`src/rtl/hazard_ctrl_pkg.sv`:
```
// ----------------------------------------------------------------------------
// hazard_ctrl_pkg : shared types and constants for the pipeline hazard control
// Rev 1.0
// ----------------------------------------------------------------------------
`default_nettype none

package hazard_ctrl_pkg;

  typedef enum logic [0:0] {
    IDLE     = 1'b0,
    MEM_WAIT = 1'b1
  } hazard_state_e;

  localparam int X0             = 0;
  localparam int WAIT_CNT_WIDTH = 4;

endpackage

`default_nettype wire

```
`src/rtl/hazard_perf_counter.sv`:
```
// ----------------------------------------------------------------------------
// hazard_perf_counter : saturating event counter with synchronous clear
// Rev 1.0
// ----------------------------------------------------------------------------
`default_nettype none

module hazard_perf_counter #(
  parameter int COUNT_WIDTH = 32
) (
  input  logic                   clk,
  input  logic                   rst_n,
  input  logic                   clear,
  input  logic                   inc,
  output logic [COUNT_WIDTH-1:0] count
);

  logic [COUNT_WIDTH-1:0] count_d;
  logic [COUNT_WIDTH-1:0] count_q;

  // Clear wins over increment; all-ones is sticky until cleared.
  always_comb begin
    count_d = count_q;
    if (clear) begin
      count_d = '0;
    end else if (inc && (count_q != '1)) begin
      count_d = count_q + 1'b1;
    end
  end

  always_ff @(posedge clk or negedge rst_n) begin
    if (!rst_n) begin
      count_q <= '0;
    end else begin
      count_q <= count_d;
    end
  end

  assign count = count_q;

endmodule

`default_nettype wire

```
`src/rtl/hazard_ctrl.sv`:
```
// ----------------------------------------------------------------------------
// hazard_ctrl : per-stage stall/flush/bubble control for the 5-stage RV32I pipe
// Rev 1.0
// ----------------------------------------------------------------------------
`default_nettype none

module hazard_ctrl
  import hazard_ctrl_pkg::*;
#(
  parameter int REGFILE_ADDR_WIDTH = 5,
  parameter int FORWARDING         = 1,
  parameter int DMEM_LATENCY       = 1,
  parameter int COUNT_WIDTH        = 32
) (
  input  logic                          clk,
  input  logic                          rst_n,
  input  logic [REGFILE_ADDR_WIDTH-1:0] ID_Rs1_address,
  input  logic [REGFILE_ADDR_WIDTH-1:0] ID_Rs2_address,
  input  logic                          ID_Rs1_used,
  input  logic                          ID_Rs2_used,
  input  logic [REGFILE_ADDR_WIDTH-1:0] EX_Rd_address,
  input  logic                          EX_Reg_wr_en,
  input  logic                          EX_Mem_rd_en,
  input  logic [REGFILE_ADDR_WIDTH-1:0] MEM_Rd_address,
  input  logic                          MEM_Reg_wr_en,
  input  logic                          MEM_Mem_access,
  input  logic                          EX_Branch_taken,
  input  logic                          Count_clear,
  output logic                          Stall_F,
  output logic                          Stall_D,
  output logic                          Stall_E,
  output logic                          Stall_M,
  output logic                          Flush_D,
  output logic                          Flush_E,
  output logic                          Bubble_W,
  output logic [COUNT_WIDTH-1:0]        Hazard_count
);

  localparam int                         c_wait_init_i  = (DMEM_LATENCY > 1) ? (DMEM_LATENCY - 2) : 0;
  localparam logic [WAIT_CNT_WIDTH-1:0]  c_wait_init    = c_wait_init_i[WAIT_CNT_WIDTH-1:0];
  localparam logic                       c_multi_cycle  = (DMEM_LATENCY > 1);
  localparam logic                       c_forwarding   = (FORWARDING != 0);
  localparam logic [REGFILE_ADDR_WIDTH-1:0] c_x0        = REGFILE_ADDR_WIDTH'(X0);

  hazard_state_e             state_d;
  hazard_state_e             state_q;
  logic [WAIT_CNT_WIDTH-1:0] wait_cnt_d;
  logic [WAIT_CNT_WIDTH-1:0] wait_cnt_q;

  logic w_ex_match;
  logic w_mem_match;
  logic w_ld_use;
  logic w_ex_dep;
  logic w_mem_dep;
  logic w_data_stall;
  logic w_mem_stall;
  logic w_hazard_cycle;

  // x0 is never a real producer, and unused source fields carry junk.
  assign w_ex_match  = (EX_Rd_address != c_x0) &&
                       ((ID_Rs1_used && (ID_Rs1_address == EX_Rd_address)) ||
                        (ID_Rs2_used && (ID_Rs2_address == EX_Rd_address)));
  assign w_mem_match = (MEM_Rd_address != c_x0) &&
                       ((ID_Rs1_used && (ID_Rs1_address == MEM_Rd_address)) ||
                        (ID_Rs2_used && (ID_Rs2_address == MEM_Rd_address)));

  assign w_ld_use     = EX_Mem_rd_en  & w_ex_match;
  assign w_ex_dep     = EX_Reg_wr_en  & w_ex_match;
  assign w_mem_dep    = MEM_Reg_wr_en & w_mem_match;
  assign w_data_stall = c_forwarding ? w_ld_use : (w_ex_dep | w_mem_dep);

  // The wait counter holds the stall cycles remaining after the first one.
  always_comb begin
    state_d     = state_q;
    wait_cnt_d  = wait_cnt_q;
    w_mem_stall = 1'b0;
    case (state_q)
      IDLE: begin
        if (MEM_Mem_access && c_multi_cycle) begin
          w_mem_stall = 1'b1;
          state_d     = MEM_WAIT;
          wait_cnt_d  = c_wait_init;
        end
      end
      MEM_WAIT: begin
        if (wait_cnt_q != '0) begin
          w_mem_stall = 1'b1;
          wait_cnt_d  = wait_cnt_q - 1'b1;
        end else begin
          state_d = IDLE;
        end
      end
      default: begin
        state_d    = IDLE;
        wait_cnt_d = '0;
      end
    endcase
  end

  always_ff @(posedge clk or negedge rst_n) begin
    if (!rst_n) begin
      state_q    <= IDLE;
      wait_cnt_q <= '0;
    end else begin
      state_q    <= state_d;
      wait_cnt_q <= wait_cnt_d;
    end
  end

  // A held memory stage freezes everything upstream, so branch/data hazards re-present later.
  always_comb begin
    Stall_F  = 1'b0;
    Stall_D  = 1'b0;
    Stall_E  = 1'b0;
    Stall_M  = 1'b0;
    Flush_D  = 1'b0;
    Flush_E  = 1'b0;
    Bubble_W = 1'b0;
    if (rst_n) begin
      if (w_mem_stall) begin
        Stall_F  = 1'b1;
        Stall_D  = 1'b1;
        Stall_E  = 1'b1;
        Stall_M  = 1'b1;
        Bubble_W = 1'b1;
      end else if (EX_Branch_taken) begin
        Flush_D = 1'b1;
        Flush_E = 1'b1;
      end else if (w_data_stall) begin
        Stall_F = 1'b1;
        Stall_D = 1'b1;
        Flush_E = 1'b1;
      end
    end
  end

  assign w_hazard_cycle = Stall_F | Stall_D | Stall_E | Stall_M | Flush_D | Flush_E;

  hazard_perf_counter #(
    .COUNT_WIDTH (COUNT_WIDTH)
  ) u_perf_counter (
    .clk   (clk),
    .rst_n (rst_n),
    .clear (Count_clear),
    .inc   (w_hazard_cycle),
    .count (Hazard_count)
  );

endmodule

`default_nettype wire

```
`config.mk`:
```
export PLATFORM = sky130hd
export DESIGN_NAME = hazard_ctrl
export DESIGN_NICKNAME = d
export VERILOG_FILES = /design/src/rtl/hazard_ctrl_pkg.sv /design/src/rtl/hazard_perf_counter.sv /design/src/rtl/hazard_ctrl.sv
export SDC_FILE = /design/constraint.sdc
export NUM_CORES = 1
export LEC_CHECK = 0
export BUFFER_PORTS_ARGS = -buffer_cell sky130_fd_sc_hd__buf_2
export CAP_MARGIN = 20
export CORE_MARGIN = 10
export CORE_UTILIZATION = 52
export DETAILED_ROUTE_END_ITERATION = 10
export GPL_TIMING_DRIVEN = 0
export PLACE_DENSITY = 0.81
export SKIP_LAST_GASP = 1
export SLEW_MARGIN = 25
export SYNTH_ARGS = -nofsm -noshare
export SYNTH_HDL_FRONTEND = slang
export SYNTH_HIERARCHICAL = 1
export SYNTH_SLANG_ARGS = --single-unit
```
`constraint.sdc`:
```
create_clock -name clk -period 5 [get_ports clk]
set_input_delay 1 -clock clk [delete_from_list [all_inputs] [get_ports clk]]
set_output_delay 1 -clock clk [all_outputs]
set_load 0.02 [all_outputs]
```
# After elaboration in Yosys (flattened, before gate mapping)
# Index checks and enable logic that the tools add are counted.
[totals]
reg_bits = 37
input_bits = 30
out_inout_bits = 39
latch_bits = 0
mem_bits_ro = 0
n_memories = 0
ram_bits = 0
[op_classes]
n_bitwise = 5
magnitude_cmp = 0
n_eq_ne = 3
muxes = 16
div_mod_pow = 0
mul = 0
shifts = 0
add_sub_neg = 2
reduce_logical = 9
[op_table]
columns = ["operator", "n"]
rows = [
  ["$mux 32", 2],
  ["$add 32x1->32 const B", 1],
  ["$ne 32x32->1 const B", 1],
  ["$mux 1", 14],
  ["$eq 5x5->1", 2],
  ["$reduce_bool 5->1", 1],
  ["$logic_and 1x1->1", 4],
  ["$or 1x1->1", 4],
  ["$reduce_bool 4->1", 1],
  ["$sub 4x1->4 const B", 1],
  ["$reduce_and 2->1", 1],
  ["$reduce_bool 2->1", 1],
  ["$and 1x1->1", 1],
  ["$logic_or 1x1->1", 1],
]

# Logic depth before layout (Yosys ltp)
# Gate-level depths: netlist of the first run.
[logic_depth]
word_depth = 16
mapped_depth = 14
mapped_depth_nobuf = 12

# Cells and area by module
# The synthesis of the first run kept the hierarchy.
[modules_own_cells]
columns = ["mod", "area_each_um2", "seq_area_each_um2", "instances", "cells_each"]
rows = [
  ["hazard_perf_counter", 1854.3, 800.8, 1, 198],
  ["hazard_ctrl", 431.7, 125.1, 1, 48],
]

# Least setup slack after synthesis of the first run
# No wires, ideal clock.
[synth_path]
path_type = "in2reg"
start = "input EX_Rd_address[3]"
end = "register u_perf_counter.count_q[31] (netlist: u_perf_counter/count[31])"
path_buffers = 1
required_time_ns = 4.875
path_slack_ns = 1.758
setup_time_ns = 0.125
arrival_time_ns = 3.118
stages = 10
path_cell_list = "xor2_1 nor4_1 a32oi_1 o21ai_0 and3_1 nand4_1 a21o_1 buf_2 nor4_1 mux2_2"
[synth_between]
elab_chain_len = 15
[synth_rtl]
columns = ["element", "line", "rtl"]
rows = [
  ["start, declared", "hazard_ctrl.sv:21", "input logic [REGFILE_ADDR_WIDTH-1:0] EX_Rd_address,"],
  ["$eq 5x5->1 (on tied branches)", "hazard_ctrl.sv:61, hazard_ctrl.sv:62", ""],
  ["$logic_and 1x1->1 (on tied branches)", "hazard_ctrl.sv:61, hazard_ctrl.sv:62", ""],
  ["$logic_or 1x1->1", "hazard_ctrl.sv:61", "((ID_Rs1_used && (ID_Rs1_address == EX_Rd_address)) ||"],
  ["$logic_and 1x1->1 *", "hazard_ctrl.sv:60", "assign w_ex_match = (EX_Rd_address != c_x0) &&"],
  ["$and 1x1->1 *", "hazard_ctrl.sv:67", "assign w_ld_use = EX_Mem_rd_en & w_ex_match;"],
  ["$mux 1 *", "hazard_ctrl.sv:129", "end else if (w_data_stall) begin"],
  ["$mux 1", "hazard_ctrl.sv:126", "end else if (EX_Branch_taken) begin"],
  ["$mux 1", "hazard_ctrl.sv:120", "if (w_mem_stall) begin"],
  ["$mux 1", "hazard_ctrl.sv:119", "if (rst_n) begin"],
  ["$or 1x1->1 (3 in a row)", "hazard_ctrl.sv:137", "assign w_hazard_cycle = Stall_F | Stall_D | Stall_E | Stall_M | Flush_D | Flush_E;"],
  ["$or 1x1->1 *", "hazard_ctrl.sv:137", ""],
  ["net w_hazard_cycle", "hazard_ctrl.sv:57", "logic w_hazard_cycle;"],
  ["$logic_and 1x1->1 *", "hazard_perf_counter.sv:25", "end else if (inc && (count_q != '1)) begin"],
  ["$reduce_bool 2->1 (no line) *", "-", ""],
  ["end signal, assigned", "hazard_perf_counter.sv:34", "count_q <= count_d;"],
  ["end, declared", "hazard_perf_counter.sv:18", "logic [COUNT_WIDTH-1:0] count_q;"],
]
# Mark *: on every way through the listed nets, which the timed path passes. The rest lies on a longest branch.
# A chain may end at the register's enable or synchronous reset.

# Worst setup path in the final report of the first run
# Ends and elaborated chain as after synthesis.

==> results of run 1 <==
layout make-up:
| type | count | area share [%] |
|---|---|---|
| inverters | 11 | 1.51 |
| repair buffers | 60 | 11.0 |
| multi-input cells | 188 | 46.2 |
| well taps | 52 | 2.38 |
| clock buffers | 7 | 3.15 |
| flip-flops and latches | 37 | 33.8 |
| plain buffers | 10 | 2.01 |
layout by cell type (no fill, tap or decap), types with 2 or more instances in the layout:
cell type	instances
a31o_2	2
xnor2_1	14
buf_4	4
and3_1	8
nor4_2	2
nor2b_1	6
nand2b_1	2
inv_1	11
a21oi_1	11
nor3_1	4
dfrtp_1	37
o31ai_1	3
clkbuf_1	5
mux2_2	5
nand2_1	15
nand3b_1	2
xor2_1	11
nor4_1	6
o21ai_0	8
or3_1	5
and2_1	4
nand4_1	6
o21bai_1	2
buf_2	62
a21o_1	3
a211oi_1	5
ha_1	2
nand3_1	14
or4_1	5
clkbuf_8	6
nor2_1	26
metal layers:
metal  wire length [um]  share of wire (%)  GRT usage (%)  vias up
met3                516                9.0           5.82        7
met5                  0                  0              0        -
met4                 63                1.1           5.01        0
met2               2770                 48           26.2       68
met1               2370                 41           17.9      997
li1                   -                  -              -     1018
worst paths after layout:
kind,depth (start not counted),slack (ns),endpoint
setup / recovery,11,1.46,u_perf_counter/count[31]
hold / removal,2,0.50,wait_cnt_q[1]
setup reg to reg,13,2.17,u_perf_counter/count[31]
hold reg to reg,2,0.50,wait_cnt_q[1]
max in group asynchronous,1,3.62,wait_cnt_q[1]
min in group asynchronous,1,0.83,u_perf_counter/count[6]
critical path, cell delays in order:
cell,delay (ns)
buf_2,0.12
xor2_1,0.16
nor4_1,0.34
a32oi_1,0.21
o21ai_0,0.41
and3_1,0.32
nand4_1,0.12
a21o_1,0.16
buf_2,0.18
nor4_1,0.32
mux2_2,0.37
cell families after synthesis:
family | Yosys count
and+or+nand+nor | 113
AOI/OAI and AO/OA | 41
adders and majority gates | 2
DFF | 37
buffers and inverters | 21
muxes | 7
xor gates and xnor gates | 25
flip-flops by register name (all words and copies together), names as in the netlist:
register,cells
u_perf_counter/count,32
wait_cnt_q,4
state_q,1
stage by stage:
step	util, %	cells	setup WS [ns]	total power [W]	area, um2
finish	63.8	365	1.46	0.000560	2740
global route	63.8	365	1.29	0.000583	2740
CTS	63.8	365	1.46	0.000564	2740
detailed placement	61.7	358	1.17	0.000354	2650
global placement	61.7	358	1.20	0.000353	2650
floorplan	-	246	1.76	0.000330	2290
report_power, final:
part	leakage [nW]	internal [W]	switching [W]
Combinational	0.727	0.0000174	0.0000285
Clock	0.0443	0.000109	0.000103
Sequential	0.516	0.000300	0.00000144
==> impl_metrics.toml, run 1 <==
[sta]
clock.fmax_mhz = 282
clock_skew_ns = 0.00234
fin_crit_sh_pct = 70.9
hold_violations = 0
period_needed_ns = 3.54
slew_viol_final = 0
grt_setup_unrepaired = "false"
holdWs_ns = 0.503
setup_violations = 0
worst_pin_slew_ns = 0.885
slew-limit-headroom_pct = 41.0
setup_tns_ns = 0

[critical_path]
crit_fanout = 10
endpoint_kind = "flop"
cp.arrival_ns = 3.72
r2r_start = "wait_cnt_q[0]"
crit_type = "in -> reg"
cp-start-kind = "input port"
required_ns = 5.18
setup.worst_path.start = "EX_Rd_address[3]"

[synthesis]
avgSynthCellArea_um2 = 9.29
async_flop_share_pct = 100
synth_top_area_share_pct = 40.5
ys_types = 47
synthMuxAreaShare_pct = 3.56
ys_seq_elements = 37
synth_edf_count = 0
syn_nets = 278
synth_area_leaders = "dfrtp_1 41%, xnor2_1 5.4%, nor2_1 4.3%"
synth_ff_type = "dfrtp_1"
yosysMostFrequentCell = "dfrtp_1"
synth_top_cells_by_count = "37 x dfrtp_1, 26 x nor2_1, 15 x nand2_1"
synth-seq-area-share_pct = 40.5
synthAdderAreaFrac_pct = 1.09
netlist_area_um2 = 2290
netlist_instances = 246
synthSimpleGateAreaFrac_pct = 28.2
synth_xor_xnor_area_share_pct = 9.58
yosysTopAreaCell = "dfrtp_1"
yosysWarnings = 6
synth-compound-area-share_pct = 12.9
synth_top_family_by_area = "simple AND/OR/NAND/NOR gates"

[clocking]
cts.path.max_buffers = 2
cts_tree = "built"
clk_pin_slew_worst_paths_ns = 0.07
cts_made_buffers = 5
htree_num_levels = 2
cts_sinks = 37
cts_setup_buffers = 0
ctsHoldBuffers = 0
cts_resized = 0
clock_latency_ns = 0.29
root_buffer = "clkbuf_8"

[layout]
multiInputGateArea_um2 = 1260
final_nets = 345
regArea_um2 = 926
area_delta_synth_final_pct = 19.8
drive_above_1_share_pct = 28.4
antenna_cells = 0
num-fill-cells = 372

[placed_design]
hpwl_um = 4370
io_buffers = 60
place.gp.congestion = 0.799

[power]
leakagePower_nw = 1.29
max-vdd-ir-drop_mv = 0.133
cellPowerDensity_nw_per_um2 = 204

[route]
detail_route.first_pass.iterations = 4
drt-initial-drc-count = 88
wl_per_cell_um = 15.7
drcViolationCount = 0
postRouteAntennaNets = 0
vias = 2090
wirelength_um = 5720
via_per_inst = 5.73

[floorplanning]
fp.coreArea_um2 = 4290
fp.dieW_um = 86.3
ioPinCount = 69
die_y_um = 86.3
dieArea_um2 = 7450
num_rows = 24
start_util_pct = 53.2

[grt]
grt_pass1_vias = 2054
grt_pass1_wl_um = 9630
grt-ovfl-total = 0
groute.usage.overall_pct = 15.6
antenna_found_initial = 0
grt_max_degree = 44

[flow_run]
cap_viol_max_count = 0

[status]
status = "finished, final reports clean"

[worst_hold_path]
min_path_type = "reg -> reg"
hp-start = "wait_cnt_q[1]"
Power figures use the tool's default switching activity.
==> run 2: changes to the inputs <==
- CORE_UTILIZATION: 52 -> 47
- PLACE_DENSITY: 0.81 -> 0.77
- clock period: 5 -> 3.1 ns (I/O delays scaled with it)
==> run 2 against run 1 <==
Effect of this change: die area is 8.1% higher; worst hold slack worse by 0.21 ns; largest cell class unchanged; design area is 1.8% higher; first-iteration DRC count is 8.0% higher; register-to-register slack worse by 1.8 ns; critical path depth stayed put; clock power is 75% higher; sequential share of layout area is 0.59 points lower; worst setup slack worse by 1.2 ns; power is 67% higher; combinational power is 65% higher; sequential power is 61% higher.
==> impl_metrics.toml, run 2 (synthesized netlist as in run 1, its figures left out) <==
[status]
status = "finished, final reports clean"

[critical_path]
required_ns = 3.27
endpoint_kind = "flop"
crit_type = "in -> reg"
crit_fanout = 10
cp.arrival_ns = 3.05
reg2reg_depth = 14
slowest_stage = "mux2_2"
path_cells = "buf_2 -> xor2_1 -> nor4_1 -> a32oi_1 -> o21ai_2 -> and3_2 -> nand4_1 -> a21o_1 -> buf_2 -> nor4_1 -> mux2_2"
cp-start-kind = "input port"
slowest_delay_ns = 0.37

[layout]
drive_above_1_share_pct = 29.8
area_delta_synth_final_pct = 21.9
utilization_pct = 59.0
largest_reg_flops = 32
final_common_cell = "buf_2"
antenna_cells = 0
final_nets = 346
mostFrequentLayoutCells = "61 x buf_2, 37 x dfrtp_1, 26 x nor2_1"
stdcell_count = 382
num-fill-cells = 429

[sta]
setup_tns_ns = 0
clock.fmax_mhz = 347
clock_skew_ns = 0.00860
setup_violations = 0
worst_pin_slew_ns = 0.651
slew_viol_final = 0
worst_slack_ns = 0.217
slew-limit-headroom_pct = 56.2
grt_setup_unrepaired = "false"
hold_violations = 0
period_needed_ns = 2.88
fin_crit_sh_pct = 93.0

[floorplanning]
num_rows = 25
dieArea_um2 = 8050
fp.dieW_um = 89.7
die_y_um = 89.7
fp.coreArea_um2 = 4720
ioPinCount = 69
start_util_pct = 48.4

[route]
via_per_inst = 5.29
drcViolationCount = 0
postRouteAntennaNets = 0
detail_route.first_pass.iterations = 4
wl_met1_um = 2620
vias = 2019
drt-initial-drc-count = 95
wl_met2_um = 2910
wl_per_cell_um = 15.3
wirelength_um = 5860
topRoutingLayerUsed = "met4"
met3_length_um = 293

[clocking]
root_buffer = "clkbuf_8"
htree_num_levels = 2
cts_tree = "built"
clk_pin_slew_worst_paths_ns = 0.08
cts.path.max_buffers = 2
clock_latency_ns = 0.29
ctsHoldBuffers = 0
cts_sinks = 37
cts_made_buffers = 5

[grt]
antenna_found_initial = 0
grt_max_degree = 44
grt-ovfl-total = 0
groute.usage.overall_pct = 14.3
grt_pass1_vias = 2036
grt_pass1_wl_um = 9830

[power]
swShare_pct = 23.4
leakagePower_nw = 1.30
switchingPower_w = 0.000219
clock_power_share_pct = 39.7
seq_power_share_pct = 52.1
p_int_w = 0.000715
comb_power_share_pct = 8.1
cellPowerDensity_nw_per_um2 = 335
max-vdd-ir-drop_mv = 0.229

[placed_design]
place.gp.congestion = 0.851
place_ws_ns = -0.420
hpwl_um = 4490
io_buffers = 60
dp.cells = 373

[flow_run]
cap_viol_max_count = 0

[worst_hold_path]
min_path_type = "in -> async"
[run 2: cell count changes in the layout (fill, tap and decap cells not counted), sizes merged]
cell / change
buf: +1
clkinv: +1
[run 2: area by class of cell]
class	count	area, um2	area share [%]
Buffer	10	55.1	1.98
Clock buffer	7	96.3	3.46
Clock inverter	1	5.00	0.180
Inverter	11	41.3	1.48
Multi-Input combinational cell	188	1270	45.5
Sequential cell	37	926	33.2
Tap cell	67	83.8	3.01
Timing Repair Buffer	61	310	11.1
[run 2: final timing paths]
path | start | end | slack [ns]
min reg2reg | wait_cnt_q[1] | wait_cnt_q[1] | 0.53
min | rst_n | u_perf_counter/count[16] | 0.30
max | EX_Rd_address[3] | u_perf_counter/count[31] | 0.22
min in group clk | wait_cnt_q[1] | wait_cnt_q[1] | 0.53
max in group asynchronous | rst_n | u_perf_counter/count[11] | 2.44
max reg2reg | wait_cnt_q[0] | u_perf_counter/count[11] | 0.38
[run 2: routing by layer]
metal	vias up	GRT usage, %
met5	-	0
met4	0	3.64
met3	5	3.82
met2	53	24.8
met1	945	17.0
li1	1016	-
[run 2: repair_timing]
item                                    CTS  global route
setup buffers                             0             1
endpoints found under the setup margin    9             9
pin swaps                                 0             1
gates resized for setup                   2             2
[run 2: critical path: cells and delay by family]
kind | cells | cell delay, ns
compound gates | 3 | 0.62
xor+xnor | 1 | 0.15
buf+inv | 2 | 0.30
simple gates | 4 | 0.99
mux | 1 | 0.37
[run 2: power by group through the flow]
| stage | combinational [W] | clock, W | sequential, W |
|---|---|---|---|
| 4_1_cts | 0.0000763 | 0.000376 | 0.000487 |
| 5_1_grt | 0.0000846 | 0.000399 | 0.000487 |
| 6_report | 0.0000759 | 0.000371 | 0.000487 |
| 3_3_place_gp | 0.0000737 | 0 | 0.000496 |
| 2_1_floorplan | 0.0000336 | 0 | 0.000498 |
| 3_5_place_dp | 0.0000755 | 0 | 0.000496 |
[run 2: stage by stage]
step | power (W) | hold slack (ns) | instance area (um2)
detailed placement | 0.000572 | 0.517 | 2670
global placement | 0.000570 | 0.483 | 2670
floorplan | 0.000532 | 0.324 | 2290
finish | 0.000933 | 0.297 | 2790
global route | 0.000971 | 0.337 | 2790
CTS | 0.000939 | 0.320 | 2770
==> run 3: changes to the inputs <==
- SETUP_SLACK_MARGIN: not set -> 0.3
==> run 3 against run 2 <==
Effect of this change: first-iteration DRC count is 29% higher; critical endpoint is now u_perf_counter/count[19]; design area is 3.5% higher; critical path depth stayed put; critical path type unchanged; largest cell class unchanged; maximum frequency is 5.3% higher; power is 1.0% higher; via count is 4.7% higher; sequential power hardly changed.
==> impl_metrics.toml, run 3 (synthesized netlist as in run 1, its figures left out) <==
[route]
drcViolationCount = 0
postRouteAntennaNets = 0
detail_route.first_pass.iterations = 4
vias = 2114
wl_per_cell_um = 15.7
drt-initial-drc-count = 123
wirelength_um = 6100
via_per_inst = 5.45

[critical_path]
cp.arrival_ns = 2.92
cp-start-kind = "input port"
setup.worst_path.start = "EX_Rd_address[1]"
endpoint_kind = "flop"
required_ns = 3.29
slowest_stage = "mux2_2"
cp_top_family = "simple AND/OR/NAND/NOR gates"
reg2reg_setup_slack_ns = 0.48
r2r_start = "wait_cnt_q[1]"
reg2reg_depth = 14
crit_fanout = 10
path_cells = "buf_2 -> xor2_1 -> nor4_1 -> a32oi_1 -> o21ai_2 -> and3_4 -> nand4_1 -> a21o_1 -> buf_6 -> nor3_1 -> mux2_2"
crit_type = "in -> reg"
critPathBufInv = 2
rr_endpoint = "u_perf_counter/count[22]"
slowest_delay_ns = 0.37

[sta]
slew-limit-headroom_pct = 56.5
grt_setup_unrepaired = "false"
worst_pin_slew_ns = 0.646
setup_violations = 0
fin_crit_sh_pct = 88.3
period_needed_ns = 2.74
clock.fmax_mhz = 365
hold_violations = 0
slew_viol_final = 0
clock_skew_ns = 0.00920

[flow_run]
cap_viol_max_count = 0

[placed_design]
place_area_um2 = 2670
hpwl_um = 4410
io_buffers = 60
place.gp.congestion = 0.851

[layout]
mostFrequentLayoutCells = "60 x buf_2, 37 x dfrtp_1, 26 x nor2_1"
area_delta_synth_final_pct = 26.1
largest_reg_flops = 32
final_common_cell = "buf_2"
drive_above_1_share_pct = 34.6
final_cell_area_um2 = 2880
utilization_pct = 61.0
final_nets = 352
antenna_cells = 0

[grt]
met2_usage_pct = 25.7
grt_busiest_layer = "met2"
grt_max_degree = 44
groute.usage.overall_pct = 14.6
use_met3_pct = 3.57
grtUsageMet1_pct = 16.6
grt_pass1_wl_um = 10000
grt_pass1_vias = 2131
grt-ovfl-total = 0
antenna_found_initial = 0

[worst_hold_path]
min_path_type = "in -> async"

[status]
status = "finished, final reports clean"

[clocking]
cts_sinks = 37
clk_pin_slew_worst_paths_ns = 0.08
cts.path.max_buffers = 2
cts_tree = "built"
clock_latency_ns = 0.29
cts_made_buffers = 5
root_buffer = "clkbuf_8"
htree_num_levels = 2

[power]
cellPowerDensity_nw_per_um2 = 327
leakagePower_nw = 1.34
max-vdd-ir-drop_mv = 0.191

[floorplanning]
ioPinCount = 69
fp.dieW_um = 89.7
start_util_pct = 48.4
fp.coreArea_um2 = 4720
die_y_um = 89.7
dieArea_um2 = 8050
num_rows = 25
## run 3: worst register-to-register path, delay by kind of cell, from the launching register on
family | cells | cell delay, ns
and+or+nand+nor | 4 | 0.65
AOI/OAI and AO/OA | 3 | 0.61
buffers and inverters | 5 | 0.50
DFF | 1 | 0.41
adders and majority gates | 1 | 0.18
xor gates and xnor gates | 1 | 0.14
## run 3: report_power, final
| group | switching (W) | internal [W] | leakage [nW] |
|---|---|---|---|
| Clock | 0.000176 | 0.000201 | 0.0542 |
| Sequential | 0.00000243 | 0.000484 | 0.516 |
| Combinational | 0.0000489 | 0.0000304 | 0.765 |
## run 3: area by class of cell
class / count / area, um2
multi-input combinational: 188 / 1310
inverter: 11 / 41.3
clock inverter: 1 / 5.00
clock buffer: 7 / 96.3
fill: 425 / 1840
buffer: 10 / 61.3
timing repair buffer: 67 / 355
tap: 67 / 83.8
sequential: 37 / 926
## run 3: metrics by stage
step                      worst slack (ns)  total power [W]  setup TNS (ns)  cells  hold slack (ns)
final                                0.363         0.000943               0    388            0.299
after global routing                 0.307         0.000978               0    388            0.338
after CTS                            0.311         0.000947               0    382            0.320
after detailed placement            -0.317         0.000572           -2.42    373            0.517
after global placement              -0.270         0.000569           -1.88    373            0.489
after floorplan                      0.325         0.000532               0    246            0.324
## run 3: worst max path at each step
stage | to | slack, ns | depth (start not counted)
6_report | u_perf_counter/count[19] | 0.36 | 11
4_1_cts | u_perf_counter/count[29] | 0.31 | 11
3_5_place_dp | u_perf_counter/count[31] | -0.32 | 9
5_1_grt | u_perf_counter/count[25] | 0.31 | 11
2_1_floorplan | u_perf_counter/count[31] | 0.33 | 10
3_3_place_gp | u_perf_counter/count[31] | -0.27 | 9
## run 3: routing by layer
layer | up-vias | wire length (um) | part of all wire (%)
met1 | 1016 | 2710 | 44
met5 | - | 0 | 0
met2 | 66 | 2990 | 49
li1 | 1025 | - | -
met3 | 7 | 323 | 5.3
met4 | 0 | 79 | 1.3
## run 3: what timing repair did
item                                    4_1_cts  5_1_grt
endpoints found under the setup margin       11       12
setup buffers                                 1        6
hold buffers                                  0        0
resized for setup                             4       14
pin swaps                                     1        6
